File: src/rtl/seq_divider.sv
// seq_divider: multi-cycle restoring divider producing one quotient bit per clock.
// A start/busy/done handshake frames each operation; a zero divisor completes
// immediately with an all-ones quotient and the div_by_zero flag raised.
module seq_divider #(
  parameter int DVD_W = 8,
  parameter int DVS_W = 4
) (
  input  logic             clk,
  input  logic             rst,
  input  logic             start,
  input  logic [DVD_W-1:0] dividend,
  input  logic [DVS_W-1:0] divisor,
  output logic [DVD_W-1:0] quotient,
  output logic [DVS_W-1:0] remainder,
  output logic             busy,
  output logic             done,
  output logic             div_by_zero
);

  localparam int CNT_W = $clog2(DVD_W + 1);

  localparam logic [1:0] S_IDLE = 2'd0;
  localparam logic [1:0] S_CALC = 2'd1;
  localparam logic [1:0] S_DONE = 2'd2;

  logic [1:0]       r_state;
  logic [DVD_W-1:0] r_d;
  logic [DVS_W-1:0] r_dvs;
  // The partial remainder is always below the divisor between steps, so only
  // its low DVS_W bits are ever meaningful; the extra bit lives only in w_t.
  logic [DVS_W-1:0] r_r;
  logic [CNT_W-1:0] r_cnt;
  logic [DVD_W-1:0] r_quot;
  logic [DVS_W-1:0] r_rem;
  logic             r_busy;
  logic             r_done;
  logic             r_dbz;

  logic [DVS_W:0]   w_t;
  logic             w_ge;
  logic [DVS_W-1:0] w_sub;
  logic [DVS_W-1:0] w_rnext;
  logic [DVD_W-1:0] w_dnext;
  logic             w_last;

  // One restoring step: shift in the next dividend bit, trial-subtract, and
  // shift the resulting quotient bit into the bottom of the dividend register.
  // When T >= divisor the true difference is below the divisor, so a DVS_W-bit
  // modular subtraction gives the exact result.
  always_comb begin
    w_t     = {r_r, r_d[DVD_W-1]};
    w_ge    = (w_t >= {1'b0, r_dvs});
    w_sub   = w_t[DVS_W-1:0] - r_dvs;
    w_rnext = w_ge ? w_sub : w_t[DVS_W-1:0];
    w_dnext = {r_d[DVD_W-2:0], w_ge};
    w_last  = (r_cnt == CNT_W'(DVD_W - 1));
  end

  // Control FSM and datapath registers; reset abandons any operation in flight.
  always_ff @(posedge clk) begin
    if (rst) begin
      r_state <= S_IDLE;
      r_d     <= '0;
      r_dvs   <= '0;
      r_r     <= '0;
      r_cnt   <= '0;
      r_quot  <= '0;
      r_rem   <= '0;
      r_busy  <= 1'b0;
      r_done  <= 1'b0;
      r_dbz   <= 1'b0;
    end else begin
      case (r_state)
        S_IDLE: begin
          r_done <= 1'b0;
          if (start) begin
            if (divisor != '0) begin
              r_d     <= dividend;
              r_dvs   <= divisor;
              r_r     <= '0;
              r_cnt   <= '0;
              r_busy  <= 1'b1;
              r_dbz   <= 1'b0;
              r_state <= S_CALC;
            end else begin
              r_quot  <= {DVD_W{1'b1}};
              r_rem   <= '0;
              r_dbz   <= 1'b1;
              r_done  <= 1'b1;
              r_state <= S_DONE;
            end
          end
        end
        S_CALC: begin
          r_d   <= w_dnext;
          r_r   <= w_rnext;
          r_cnt <= r_cnt + CNT_W'(1);
          if (w_last) begin
            r_quot  <= w_dnext;
            r_rem   <= w_rnext;
            r_busy  <= 1'b0;
            r_done  <= 1'b1;
            r_state <= S_DONE;
          end
        end
        S_DONE: begin
          r_done  <= 1'b0;
          r_state <= S_IDLE;
        end
        default: begin
          r_busy  <= 1'b0;
          r_done  <= 1'b0;
          r_state <= S_IDLE;
        end
      endcase
    end
  end

  assign quotient    = r_quot;
  assign remainder   = r_rem;
  assign busy        = r_busy;
  assign done        = r_done;
  assign div_by_zero = r_dbz;

endmodule

File: config.mk
export PLATFORM = sky130hd
export DESIGN_NAME = seq_divider
export DESIGN_NICKNAME = d
export VERILOG_FILES = /design/src/rtl/seq_divider.sv
export SDC_FILE = /design/constraint.sdc
export NUM_CORES = 1
export LEC_CHECK = 0
export ABC_AREA = 1
export BUFFER_PORTS_ARGS = -buffer_cell sky130_fd_sc_hd__clkbuf_2
export CAP_MARGIN = 10
export CORE_AREA = 2 2 79 62
export CTS_CLUSTER_DIAMETER = 60
export CTS_CLUSTER_SIZE = 30
export DETAILED_ROUTE_END_ITERATION = 8
export DIE_AREA = 0 0 81 64
export PLACE_DENSITY = 0.66
export SYNTH_ARGS = -nofsm -noshare
export SYNTH_HDL_FRONTEND = slang
export SYNTH_SLANG_ARGS = --single-unit
export TNS_END_PERCENT = 30
File: constraint.sdc
create_clock -name clk -period 2.01 [get_ports clk]
set_clock_uncertainty 0.05 [all_clocks]
set_input_delay 0 -clock clk [delete_from_list [all_inputs] [get_ports clk]]
set_output_delay 0 -clock clk [all_outputs]
set_load 0.1 [all_outputs]
# Word-level counts from Yosys, hierarchy flattened

Index checks and enable logic that the tools add are counted.

Register bits: 37
Input bits: 15
Word-level logic and storage cells: 58

$add $sub $neg: 2
Magnitude comparators: 1
Eq/ne operators: 7
Multiplexer cells: 28
Bitwise gates (word level): 1
Reduce and logical (&&, ||, !) cells: 9

Operators by type and width:

| operator              | count |
|---|---|
| $mux W8               | 5 |
| $pmux W8 S2           | 2 |
| $mux W4               | 6 |
| $pmux W4 S2           | 3 |
| $ne A2 B2 Y1 const B  | 4 |
| $reduce_and A4 Y1     | 2 |
| $mux W1               | 6 |
| $mux W2               | 3 |
| $reduce_and A3 Y1     | 2 |
| $ge A5 B4 Y1          | 1 |
| $add A4 B1 Y4 const B | 1 |
| $eq A4 B3 Y1 const B  | 1 |
| $pmux W2 S2           | 1 |
| $reduce_and A2 Y1     | 2 |
| $reduce_bool A4 Y1    | 1 |
| $sub A4 B4 Y4         | 1 |
| $pmux W1 S3           | 1 |
| $eq A2 B1 Y1 const B  | 1 |
| $eq A2 B2 Y1 const B  | 1 |
| $logic_not A2 Y1      | 1 |
| $pmux W1 S2           | 1 |
| $reduce_bool A2 Y1    | 1 |
| $not A1 Y1            | 1 |

# Depth between registers and ports, before layout

Gate-level depths: netlist of run 1.

Depth in word-level cells: 4
Mapped depth: 12

# Worst setup path after synthesis of run 1

OpenSTA, ideal clock, no wires.

Kind: reg2reg
Start: reg r_dvs[2]
End: reg r_r[0]
Arrival time: 1.421 ns
Data required time: 1.851 ns
Setup slack: 0.430 ns
Stages on the path, launching flop included: 11
Path buffers: 0
Path through: dfxtp_1 -> inv_1 -> ha_1 -> a21oi_1 -> nand2_1 -> nand2_1 -> nand2_2 -> nand3_1 -> nand3_1 -> nand2_1 -> inv_1

Cells in the longest elaborated chain, start to end: 3

RTL lines:

| element                | line | text |
|---|---|---|
| from (decl)            | 28   | `logic [DVS_W-1:0] r_dvs;` |
| from (signal assigned) | 79   | `r_dvs <= divisor;` |
| $ge A5 B4 Y1           | 52   | `w_ge = (w_t >= {1'b0, r_dvs});` |
| $mux W4                | 54   | `w_rnext = w_ge ? w_sub : w_t[DVS_W-1:0];` |
| $pmux W4 S2            | 73   | `case (r_state)` |
| to (signal assigned)   | 96   | `r_r <= w_rnext;` |
| to (decl)              | 31   | `logic [DVS_W-1:0] r_r;` |

No other way between the ends.
A chain may end at the register's enable or synchronous reset.

# Worst setup path in the final report of run 1

Start: reg r_dvs[2]
End: reg r_r[3]

Cells in the longest elaborated chain, start to end: 3

RTL lines:

| element                                              | line |
|---|---|
| $sub A4 B4 Y4 / $ge A5 B4 Y1 (equally long branches) | 53, 52 |
| $mux W4 (*)                                          | 54 |
| $pmux W4 S2 (*)                                      | 73 |

Every way passes the cells marked *; elsewhere a longest branch is shown, timed or not.

==> metrics.txt, run 1 <==
crit path DAT=1.92 ns; worst path required time=2.16 ns; clock power share=about a quarter; Area after DPL=between 1500 and 2000 sq um; Syn Inst Count=231; Top delay family on crit path=simple AND/OR/NAND/NOR gates; die area=5180 sq um; first-pass iteration count of the detailed router=4; global route overflow=0; Layout area overhead=22.4%; Die X=about 80 um; clock slew at reported path FFs=0.08 ns; CORE AREA=about 4400 sq um; htree depth=2; FF-to-FF End=r_r[3]; grt met3 use=under 10%; CTS Root Cell=clkbuf_8; Starting DRT DRC Count=132; vias in the first global route=roughly 1400; area leader, netlist=dfxtp_1; Clock Path Buffers=2; Post-synth top flop=dfxtp_1; Final Wtd Congestion=approximately 0.9; outcome=finished, final reports clean; TNS Setup=0 ns; Max Clk Rate=0.563 GHz; Post-Synthesis Net Count=252; Critical Path End Type=flop; # DRC=0; Synth top cells by count=nand2_1, dfxtp_1, inv_1; r2r setup slk=0.23 ns; Slew Limit Fails=0; CP max stage delay=~0.34 ns; design area=2190 sq um; Hold Vio Cnt, Final=0; P_sw=912 uW; dominant cells by area after synthesis=dfxtp_1, nand2_1, inv_1, a21oi_1, ha_1; number of I/O port buffers=29; CP Class=flop to flop; hold depth=2; worst r2r src=r_dvs[2]; Rows=21; minimum clock period=1.78 ns; Yosys warning count=0; asr flop ratio synth=0%; critical-path cell list=inv_1 -> ha_1 -> a21oi_1 -> nand2_1 -> nand2_1 -> nand2_2 -> nand3_1 -> nand3_1 -> nand2_1 -> inv_1; Post-CTS Resized=0; Final WS setup=0.233 ns; Hold Path Origin=r_dvs[2]; vias post-DR=around 1600; # diodes=0; IO Count=30; initial antenna violation count=0; worst reg-to-reg path cell count=10; Worst Hold Class=flop to flop; power per cell area=984 nW/um^2; Hold Path End=r_dvs[2]; Post-synth EDFFs=0; clock latency on the worst-skew pair=0.29 ns; CP Launch Point=r_dvs[2]; vias per cell=roughly 4.7; wire length per cell=11.8 um; leakage=1.02 nW; Max VDD drop=about 0.00054 V; Comb pwr share=around a third; Post-Synthesis Cell Area=1790 sq um; Final Setup Violations=0; Worst Tran Pin Value=0.545 ns; total track usage=16.7%; grt peak-use layer=met1; dpl hpwl=2730 um; most common cell in the netlist=nand2_1; dpl ws=0.275 ns; RSZ-0062 raised after global routing=false; Inserted Clock Buffers=5; GR Util met2=roughly 24%; Avg Synthesized Cell Area=7.76 sq um; sequential area share after synthesis=about 41%; CTS tree=built; Sw Ratio=42.2%; Post-DRT Antenna Nets=0; Reg power frac=just over 40%; Routed WL=3930 um; internal power=approximately 1.2 mW; slew margin rel.=a little under two thirds; Final #Nets=296; Max Cap Violations=0; Yosys top cell area share=41.3%; share of cells above drive strength 1=24.6%; slowest CP cell=ha_1; first-pass GRT wire length=6700 um; flops & latches, synth=37; Tcrit/Tclk final=a little under 90%; largest net degree at the start of global routing=28; CP bufs+invs=2; Die Y=64 um; GR Util met1=around 24%; crit path launch type=flop; Sink Count=37; initial cell density of the core=41.1%; crit-path most repeated cell=nand2_1; Max FO, Critical Path=6; count of cell types in the netlist=31
-- area by class of cell --
type	instances	area (sq um)
fill	434	2170
multi-input combinational	152	861
sequential	37	741
timing repair buffer	46	308
inverter	33	126
tap	57	71.3
clock buffer	5	68.8
clock inverter	3	17.5
-- kinds of logic after synthesis --
| family | Yosys count | synth area share, % |
|---|---|---|
| xor+xnor | 2 | 0.978 |
| buf+inv | 42 | 10.6 |
| compound gates | 45 | 14.3 |
| flops | 37 | 41.3 |
| simple gates | 99 | 28.1 |
| fa+ha+maj | 6 | 4.61 |
-- cell usage in the layout (no fill, tap or decap) --
| master | synthesis | final |
|---|---|---|
| xor2_1 | 1 | 1 |
| and3_1 | 1 | 1 |
| ha_1 | 5 | 5 |
| nand2_4 | 1 | 1 |
| clkinv_2 | 0 | 2 |
| nor2_2 | 7 | 7 |
| o21ai_1 | 7 | 7 |
| inv_4 | 1 | 1 |
| clkbuf_8 | 0 | 5 |
| nand4_1 | 4 | 4 |
| xnor2_1 | 1 | 1 |
| nand3_4 | 1 | 1 |
| nand4_4 | 1 | 1 |
| nand2_1 | 45 | 45 |
| a31oi_1 | 7 | 7 |
| nand3_1 | 12 | 12 |
| nand2_2 | 1 | 1 |
| buf_4 | 0 | 3 |
| nor2_1 | 12 | 12 |
| clkinvlp_4 | 0 | 1 |
| nand3_2 | 4 | 4 |
| nor3_1 | 8 | 8 |
| clkbuf_2 | 0 | 29 |
| a21oi_1 | 15 | 15 |
| nor3b_1 | 1 | 1 |
| o21ai_2 | 6 | 6 |
| dfxtp_1 | 37 | 37 |
| inv_2 | 5 | 5 |
| nor2_4 | 1 | 1 |
| o21ai_0 | 10 | 10 |
| inv_1 | 27 | 27 |
| dlygate4sd3_1 | 0 | 14 |
| fa_1 | 1 | 1 |
-- power groups by stage --
stage / sequential (mW) / clock, mW / combinational, mW
6_report: 0.877 / 0.522 / 0.760
3_3_place_gp: 0.892 / 0 / 0.730
4_1_cts: 0.877 / 0.529 / 0.759
5_1_grt: 0.889 / 0.556 / 0.825
2_1_floorplan: 1.17 / 0 / 0.344
3_5_place_dp: 0.893 / 0 / 0.736
-- worst reg2reg max path, stage by stage, from the launching register on --
cell and delay (ns):
dfxtp_1 0.31, inv_1 0.05, ha_1 0.34, a21oi_1 0.25, nand2_1 0.08, nand2_1 0.16, nand2_2 0.12, nand3_1 0.13
nand3_1 0.08, nand2_1 0.06, inv_1 0.04
-- how the worst max path moves through the flow --
stage,end,cells after the start
after global routing,quotient[0],8
after floorplan,r_r[0],10
after CTS,r_r[3],10
after detailed placement,r_r[2],10
final,r_r[3],10
after global placement,r_r[0],10
-- metal layers --
metal,part of all wire [%],up-vias
li1,-,849
met1,54,688
met3,4.4,7
met2,41,36
met4,0.94,0
met5,0,-
-- timing repair --
action                    4_1_cts  5_1_grt
hold buffers                   14        0
buffers inserted                0        0
hold endpoints to repair       17        0
-- through the flow --
step	hold WS [ns]	util, %	std cells	power [mW]
after floorplan	0.0849	-	231	1.51
after global placement	0.207	45.1	311	1.62
after detailed placement	0.208	45.1	311	1.63
after CTS	0.427	50.3	333	2.17
after global routing	0.460	50.3	333	2.27
final	0.429	50.3	333	2.16
-- registers in the layout (all words and copies together), names as in the netlist --
name / cells
busy: 1
r_d: 8
remainder: 4
div_by_zero: 1
r_cnt: 4
quotient: 8
r_dvs: 4
done: 1
r_r: 4
r_state: 2
Note: power is estimated with default switching activity, not from simulation.
==> inputs of run 2 (changes only) <==
Settings changed: CORE_AREA 2 2 79 62 to 2 2 81 63, DIE_AREA 0 0 81 64 to 0 0 83 65, GPL_TIMING_DRIVEN from default to 0, PLACE_DENSITY 0.66 to 0.64.
Clock period 2.01 ns to 1.7 ns, I/O delays scaled along.
==> run 2 against run 1 <==
  * Setup slack worse by 0.17 ns
  * Sequential share of layout area down 1.4 points
  * Final cell count up 2.4%
  * Maximum frequency up 8.3%
  * Critical endpoint is now r_r[2]
  * Largest power group unchanged
==> metrics.txt, run 2 (synthesis results as in run 1) <==
crit path launch type=flop (unchanged); P_sw=1.07 mW (was 912 uW); internal power=1.56 mW (was 1.25 mW); Starting DRT DRC Count=95 (was 132); minimum clock period=1.64 ns (was 1.78 ns); Hold Path End=r_state[0] (was r_dvs[2]); dpl hpwl=2910 um (was 2730 um); Top delay family on crit path=adder cells (was simple AND/OR/NAND/NOR gates); Hold Vio Cnt, Final=0 (unchanged); power per cell area=1150 nW/um^2 (was 984 nW/um^2); Final Wtd Congestion=0.791 (was 0.883); wire length per cell=11.9 um (was 11.8 um); RSZ-0062 raised after global routing=true (was false); die area=5400 sq um (was 5180 sq um); worst path required time=1.88 ns (was 2.16 ns); Rows=22 (was 21); # DRC=0 (unchanged); Worst Hold Class=input pin to flop (was flop to flop); # diodes=0 (unchanged); vias in the first global route=1421 (was 1437); Sink Count=37 (unchanged); Tcrit/Tclk final=96.6% (was 88.4%); CP Class=flop to flop (unchanged); slowest CP cell=fa_1 (was ha_1); CORE AREA=4710 sq um (was 4360 sq um); Comb pwr share=37.4% (was 35.2%); initial cell density of the core=38.1% (was 41.1%); CP max stage delay=0.43 ns (was 0.34 ns); crit-path most repeated cell=inv_1 (was nand2_1); hold depth=2 (unchanged); Reg power frac=39.5% (was 40.6%); CP bufs+invs=2 (unchanged); clock slew at reported path FFs=0.07 ns (was 0.08 ns); leakage=1.06 nW (was 1.02 nW); Die X=83 um (was 81 um); most frequent cells in the layout=nand2_1, dfxtp_1, clkbuf_2, inv_1, a21oi_1 (unchanged); Final #Nets=302 (was 296); dpl ws=-0.0564 ns (was 0.275 ns); number of I/O port buffers=28 (was 29); vias per cell=4.74 (about the same); Hold Path Origin=rst (was r_dvs[2]); Max Clk Rate=0.609 GHz (was 0.563 GHz); Final WS setup=0.0586 ns (was 0.233 ns); vias post-DR=1617 (was 1580); r2r setup slk=0.06 ns (was 0.23 ns); Routed WL=4050 um (was 3930 um); Slew Limit Fails=0 (unchanged); clock latency on the worst-skew pair=0.28 ns (was 0.29 ns); Die Y=65 um (was 64 um); clock power share=23.1% (was 24.2%); total track usage=15.4% (was 16.7%); Clock Path Buffers=2 (unchanged); Max FO, Critical Path=3 (was 6); worst reg-to-reg path cell count=8 (was 10); filler-free cell count of the finished design=341 (was 333); first-pass iteration count of the detailed router=4 (unchanged); initial antenna violation count=0 (unchanged); Max Cap Violations=0 (unchanged); global route overflow=0 (unchanged); Worst Tran Pin Value=0.542 ns (was 0.545 ns); FF-to-FF End=r_r[2] (was r_r[3]); crit path DAT=1.82 ns (was 1.92 ns); share of cells above drive strength 1=29.2% (was 24.6%); first-pass GRT wire length=6580 um (was 6700 um); outcome=finished, final reports clean (unchanged); Max VDD drop=0.000762 V (was 0.000543 V); Sw Ratio=40.7% (was 42.2%); Inserted Clock Buffers=5 (unchanged); CTS tree=built (unchanged); slew margin rel.=64.0% (was 63.9%); critical-path cell list=inv_1 -> ha_1 -> fa_1 -> xnor2_2 -> nand3_2 -> nand3_1 -> nand2_1 -> inv_1 (was inv_1 -> ha_1 -> a21oi_1 -> nand2_1 -> nand2_1 -> nand2_2 -> nand3_1 -> nand3_1 -> nand2_1 -> inv_1); Area after DPL=2010 sq um (was 1970 sq um); Layout area overhead=28.1% (was 22.4%); Placed Cells=319 (was 311); most common cell after layout, fill and taps aside=nand2_1 (unchanged); largest net degree at the start of global routing=11 (was 28); Critical Path End Type=flop (unchanged); Post-DRT Antenna Nets=0 (unchanged); htree depth=2 (unchanged); CTS Root Cell=clkbuf_8 (unchanged); IO Count=30 (unchanged); Final Setup Violations=0 (unchanged); design area=2290 sq um (was 2190 sq um); worst r2r src=r_d[7] (was r_dvs[2])
==> run 2: worst max path at each step <==
| stage | startpoint | endpoint | slack (ns) | cells past startpoint |
|---|---|---|---|---|
| after floorplan | r_dvs[2] | r_r[0] | 0.12 | 10 |
| after global placement | r_dvs[2] | r_r[1] | -0.04 | 10 |
| after detailed placement | r_dvs[2] | r_r[1] | -0.06 | 10 |
| after CTS | r_d[7] | r_r[2] | 0.004 | 8 |
| after global routing | r_d[7] | r_r[2] | -0.04 | 8 |
| final | r_d[7] | r_r[2] | 0.06 | 8 |
==> run 2: layout make-up <==
cell class,count,area (sq um)
clock buffers,7,86.3
repair buffers,43,285
plain buffers,9,63.8
fillers,476,2410
inverters,33,126
flip-flops and latches,37,743
well taps,60,75.1
multi-input cells,152,915
==> run 2: metal layers <==
| layer | track usage [%] | share of wire [%] |
|---|---|---|
| met1 | 22.1 | 53 |
| met2 | 22.8 | 41 |
| met3 | 4.20 | 5.1 |
| met4 | 4.10 | 1.1 |
| met5 | 0 | 0 |
==> run 2: per-stage QoR <==
step	util, %	hold WS, ns	setup TNS, ns	total power [mW]
floorplan	-	0.0849	0	1.79
global placement	42.6	0.199	-0.170	1.95
detailed placement	42.6	0.205	-0.293	1.96
CTS	47.4	0.0821	0	2.59
global route	48.8	0.105	-0.110	2.78
finish	48.8	0.0887	0	2.63
==> run 2: repair_timing <==
action	4_1_cts	5_1_grt
gates resized for setup	2	10
hold endpoints to repair	13	0
pin swaps	0	2
hold buffers	13	0
buffers inserted	0	2
setup endpoints to repair	8	12
==> run 2: power by group through the flow <==
stage | clock network, mW | registers (mW) | logic (mW)
6_report | 0.609 | 1.04 | 0.985
5_1_grt | 0.670 | 1.05 | 1.06
4_1_cts | 0.626 | 1.04 | 0.930
3_5_place_dp | 0 | 1.06 | 0.898
3_3_place_gp | 0 | 1.06 | 0.890
2_1_floorplan | 0 | 1.38 | 0.407
==> inputs of run 3 (changes only) <==
--- a/config.mk
+++ b/config.mk
@@ -7,6 +7,4 @@
 export LEC_CHECK = 0
-export ABC_AREA = 1
-export BUFFER_PORTS_ARGS = -buffer_cell sky130_fd_sc_hd__clkbuf_2
 export CAP_MARGIN = 10
-export CORE_AREA = 2 2 81 63
+export CORE_AREA = 2 2 81 64
 export CTS_CLUSTER_DIAMETER = 60
@@ -14,5 +12,6 @@
 export DETAILED_ROUTE_END_ITERATION = 8
-export DIE_AREA = 0 0 83 65
+export DIE_AREA = 0 0 83 66
+export DONT_BUFFER_PORTS = 1
 export GPL_TIMING_DRIVEN = 0
-export PLACE_DENSITY = 0.64
+export PLACE_DENSITY = 0.58
 export SYNTH_ARGS = -nofsm -noshare
--- a/constraint.sdc
+++ b/constraint.sdc
@@ -4,2 +4,2 @@
 set_output_delay 0 -clock clk [all_outputs]
-set_load 0.1 [all_outputs]
+set_load 0.005 [all_outputs]
==> run 3 against run 2 <==
  * First-iteration DRC count grew 47%
  * Sequential share of layout area shrank 0.87 points
  * Synthesized area grew 0.42%
  * Clock-buffer cell count is the same
  * Global-route usage grew 2.8 points
  * Design area grew 3.1%
  * Clock power grew 29%
  * Wire length grew 19%
  * Non-clock buffer count shrank 15
  * Combinational power shrank 55%
  * Final cell count shrank 11%
  * The flow now finishes with violations (negative setup slack)
  * Largest cell class unchanged
==> metrics.txt, run 3 <==
outcome=complete, but fails checks (was finished, final reports clean); failing checks=negative setup slack; Max Cap Violations=0 (unchanged); Syn Inst Count=210 (was 231); most frequent cells in the layout=dfxtp_1, nor2_1, nand2_1, dlygate4sd3_1, buf_4 (was nand2_1, dfxtp_1, clkbuf_2, inv_1, a21oi_1); Layout area overhead=31.5% (was 28.1%); initial cell density of the core=38.2% (was 38.1%); initial antenna violation count=0 (unchanged); Worst Hold Class=input pin to flop (unchanged); dominant cells by area after synthesis=dfxtp_1, nor2_1, nand2_1, a311oi_1, ha_1 (was dfxtp_1, nand2_1, inv_1, a21oi_1, ha_1); Placed Cells=270 (was 319); Critical Path End Type=flop (unchanged); RSZ-0062 raised after global routing=true (unchanged); share of cells above drive strength 1=24.3% (was 29.2%); Post-Synthesis Net Count=231 (was 252); most common cell in the netlist=dfxtp_1 (was nand2_1); minimum clock period=1.81 ns (was 1.64 ns); Post-DRT Antenna Nets=0 (unchanged); vias post-DR=1672 (was 1617); Tcrit/Tclk final=106% (was 96.6%); Yosys warning count=0 (unchanged); flops & latches, synth=37 (unchanged); worst reg-to-reg path cell count=5 (was 8); Seq. cell area=746 sq um (was 743 sq um); area leader, netlist=dfxtp_1 (unchanged); Area after DPL=1880 sq um (was 2010 sq um); vias in the first global route=1740 (was 1421); worst r2r src=r_r[1] (was r_d[7]); first-pass GRT wire length=8020 um (was 6580 um); Final #Nets=263 (was 302); Die Y=66 um (was 65 um); CP Class=flop to flop (unchanged); Die X=83 um (unchanged); Synth top cells by count=dfxtp_1, nor2_1, nand2_1 (was nand2_1, dfxtp_1, inv_1); Starting DRT DRC Count=140 (was 95); leakage=0.878 nW (was 1.06 nW); clock slew at reported path FFs=0.07 ns (about the same); Rows=22 (unchanged); number of I/O port buffers=0 (was 28); count of cell types in the netlist=42 (was 31); Post-synth EDFFs=0 (unchanged); total track usage=18.3% (was 15.4%); filler-free cell count of the finished design=303 (was 341); largest net degree at the start of global routing=12 (was 11); Final WS setup=-0.106 ns (was 0.0586 ns); Yosys top cell area share=41.2% (was 41.3%); Worst Tran Pin Value=0.618 ns (was 0.542 ns); Max VDD drop=0.000422 V (was 0.000762 V); slew margin rel.=58.8% (was 64.0%); CTS Root Cell=clkbuf_8 (unchanged); CTS tree=built (unchanged); asr flop ratio synth=0% (unchanged); clock latency on the worst-skew pair=0.29 ns (was 0.28 ns); Hold Path End=r_d[7] (was r_state[0]); Sink Count=37 (unchanged); # DRC=0 (unchanged); Max FO, Critical Path=7 (was 3); Avg Synthesized Cell Area=8.57 sq um (was 7.76 sq um); multi-input logic area=1090 sq um (was 915 sq um); CORE AREA=4710 sq um (unchanged); vias per cell=5.52 (was 4.74); worst path required time=1.85 ns (was 1.88 ns); power per cell area=927 nW/um^2 (was 1150 nW/um^2); fillers=432 (was 476); htree depth=2 (unchanged); FF-to-FF End=r_r[1] (was r_r[2]); Hold Vio Cnt, Final=0 (unchanged); hold depth=4 (was 2); Max Clk Rate=0.554 GHz (was 0.609 GHz); Slew Limit Fails=0 (unchanged); Hold Path Origin=start (was rst); Post-Synthesis Cell Area=1800 sq um (was 1790 sq um); global route overflow=0 (unchanged); IO Count=30 (unchanged); Routed WL=4830 um (was 4050 um); die area=5480 sq um (was 5400 sq um); Final Wtd Congestion=0.772 (was 0.791); first-pass iteration count of the detailed router=4 (unchanged); crit path launch type=flop (unchanged); dpl hpwl=3140 um (was 2910 um); wire length per cell=15.9 um (was 11.9 um); Inserted Clock Buffers=5 (unchanged); most common cell after layout, fill and taps aside=dfxtp_1 (was nand2_1); Final Setup Violations=10 (was 0); Clock Path Buffers=2 (unchanged); crit path DAT=1.96 ns (was 1.82 ns); Post-synth top flop=dfxtp_1 (unchanged); sequential area share after synthesis=41.2% (was 41.3%); design area=2370 sq um (was 2290 sq um); # diodes=0 (unchanged); r2r setup slk=-0.11 ns (was 0.06 ns)
==> run 3: worst max-delay path, cell delays in order (launching register included) <==
cell      delay [ns]
dfxtp_1         0.42
ha_4            0.25
or2_2           0.31
a21oi_4         0.24
o211ai_1        0.20
a31oi_1         0.25
==> run 3: report_power, final <==
group,switching [mW],internal [mW]
logic,0.245,0.201
registers,0.0432,0.916
clock network,0.310,0.478
==> run 3: through the flow <==
| step | hold WS (ns) | setup slack, ns | util, % | power [mW] | TNS (ns) |
|---|---|---|---|---|---|
| 5_1_grt | 0.0667 | -0.208 | 50.3 | 2.29 | -1.27 |
| 3_5_place_dp | 0.0980 | -0.183 | 39.9 | 1.28 | -2.22 |
| 2_1_floorplan | 0.0860 | -0.0602 | - | 1.21 | -0.184 |
| 3_3_place_gp | 0.104 | -0.220 | 39.9 | 1.28 | -2.39 |
| 6_report | 0.0160 | -0.106 | 50.3 | 2.19 | -0.353 |
| 4_1_cts | 0.0283 | -0.0523 | 48.9 | 2.16 | -0.127 |
==> run 3: worst max-delay path by stage <==
| stage | from | to | slack [ns] | cells after the start |
|---|---|---|---|---|
| 2_1_floorplan | r_dvs[1] | r_r[0] | -0.06 | 6 |
| 3_3_place_gp | r_dvs[1] | r_r[0] | -0.22 | 6 |
| 3_5_place_dp | r_dvs[1] | r_r[0] | -0.18 | 6 |
| 4_1_cts | r_d[7] | remainder[1] | -0.05 | 6 |
| 5_1_grt | r_dvs[2] | r_r[1] | -0.21 | 6 |
| 6_report | r_r[1] | r_r[1] | -0.11 | 5 |
==> run 3: repair_timing <==
action / in CTS / in global routing
pin swaps: 7 / 6
hold endpoints to repair: 12 / 0
hold buffers: 14 / 0
endpoints found under the setup margin: 28 / 32
resized for setup: 24 / 18
gates cloned: 1 / 0
buffers inserted: 9 / 1
==> run 3: final cells by class <==
| type | count | share of cell area [%] |
|---|---|---|
| clock inverters | 1 | 1.27 |
| multi-input cells | 153 | 46.1 |
| flip-flops and latches | 37 | 31.5 |
| inverters | 8 | 1.27 |
| clock buffers | 7 | 3.65 |
| repair buffers | 25 | 9.57 |
| plain buffers | 12 | 3.44 |
| well taps | 60 | 3.17 |
==> run 3: cell families after synthesis <==
logic type	synth area share [%]
adder cells (fa/ha/maj)	4.59
flip-flops	41.2
AND/OR/NAND/NOR	22.4
XOR/XNOR	1.46
AO/OA/AOI/OAI	25.4
buffers and inverters	5.01
==> run 3: routing by layer <==
layer / global-route usage (%) / up-vias / share of wire [%] / routed length [um]
li1: - / 822 / - / -
met1: 23.0 / 800 / 46 / 2230
met2: 30.6 / 45 / 47 / 2270
met3: 5.12 / 5 / 6.1 / 296
met4: 5.74 / 0 / 0.83 / 40
met5: 0 / - / 0 / 0
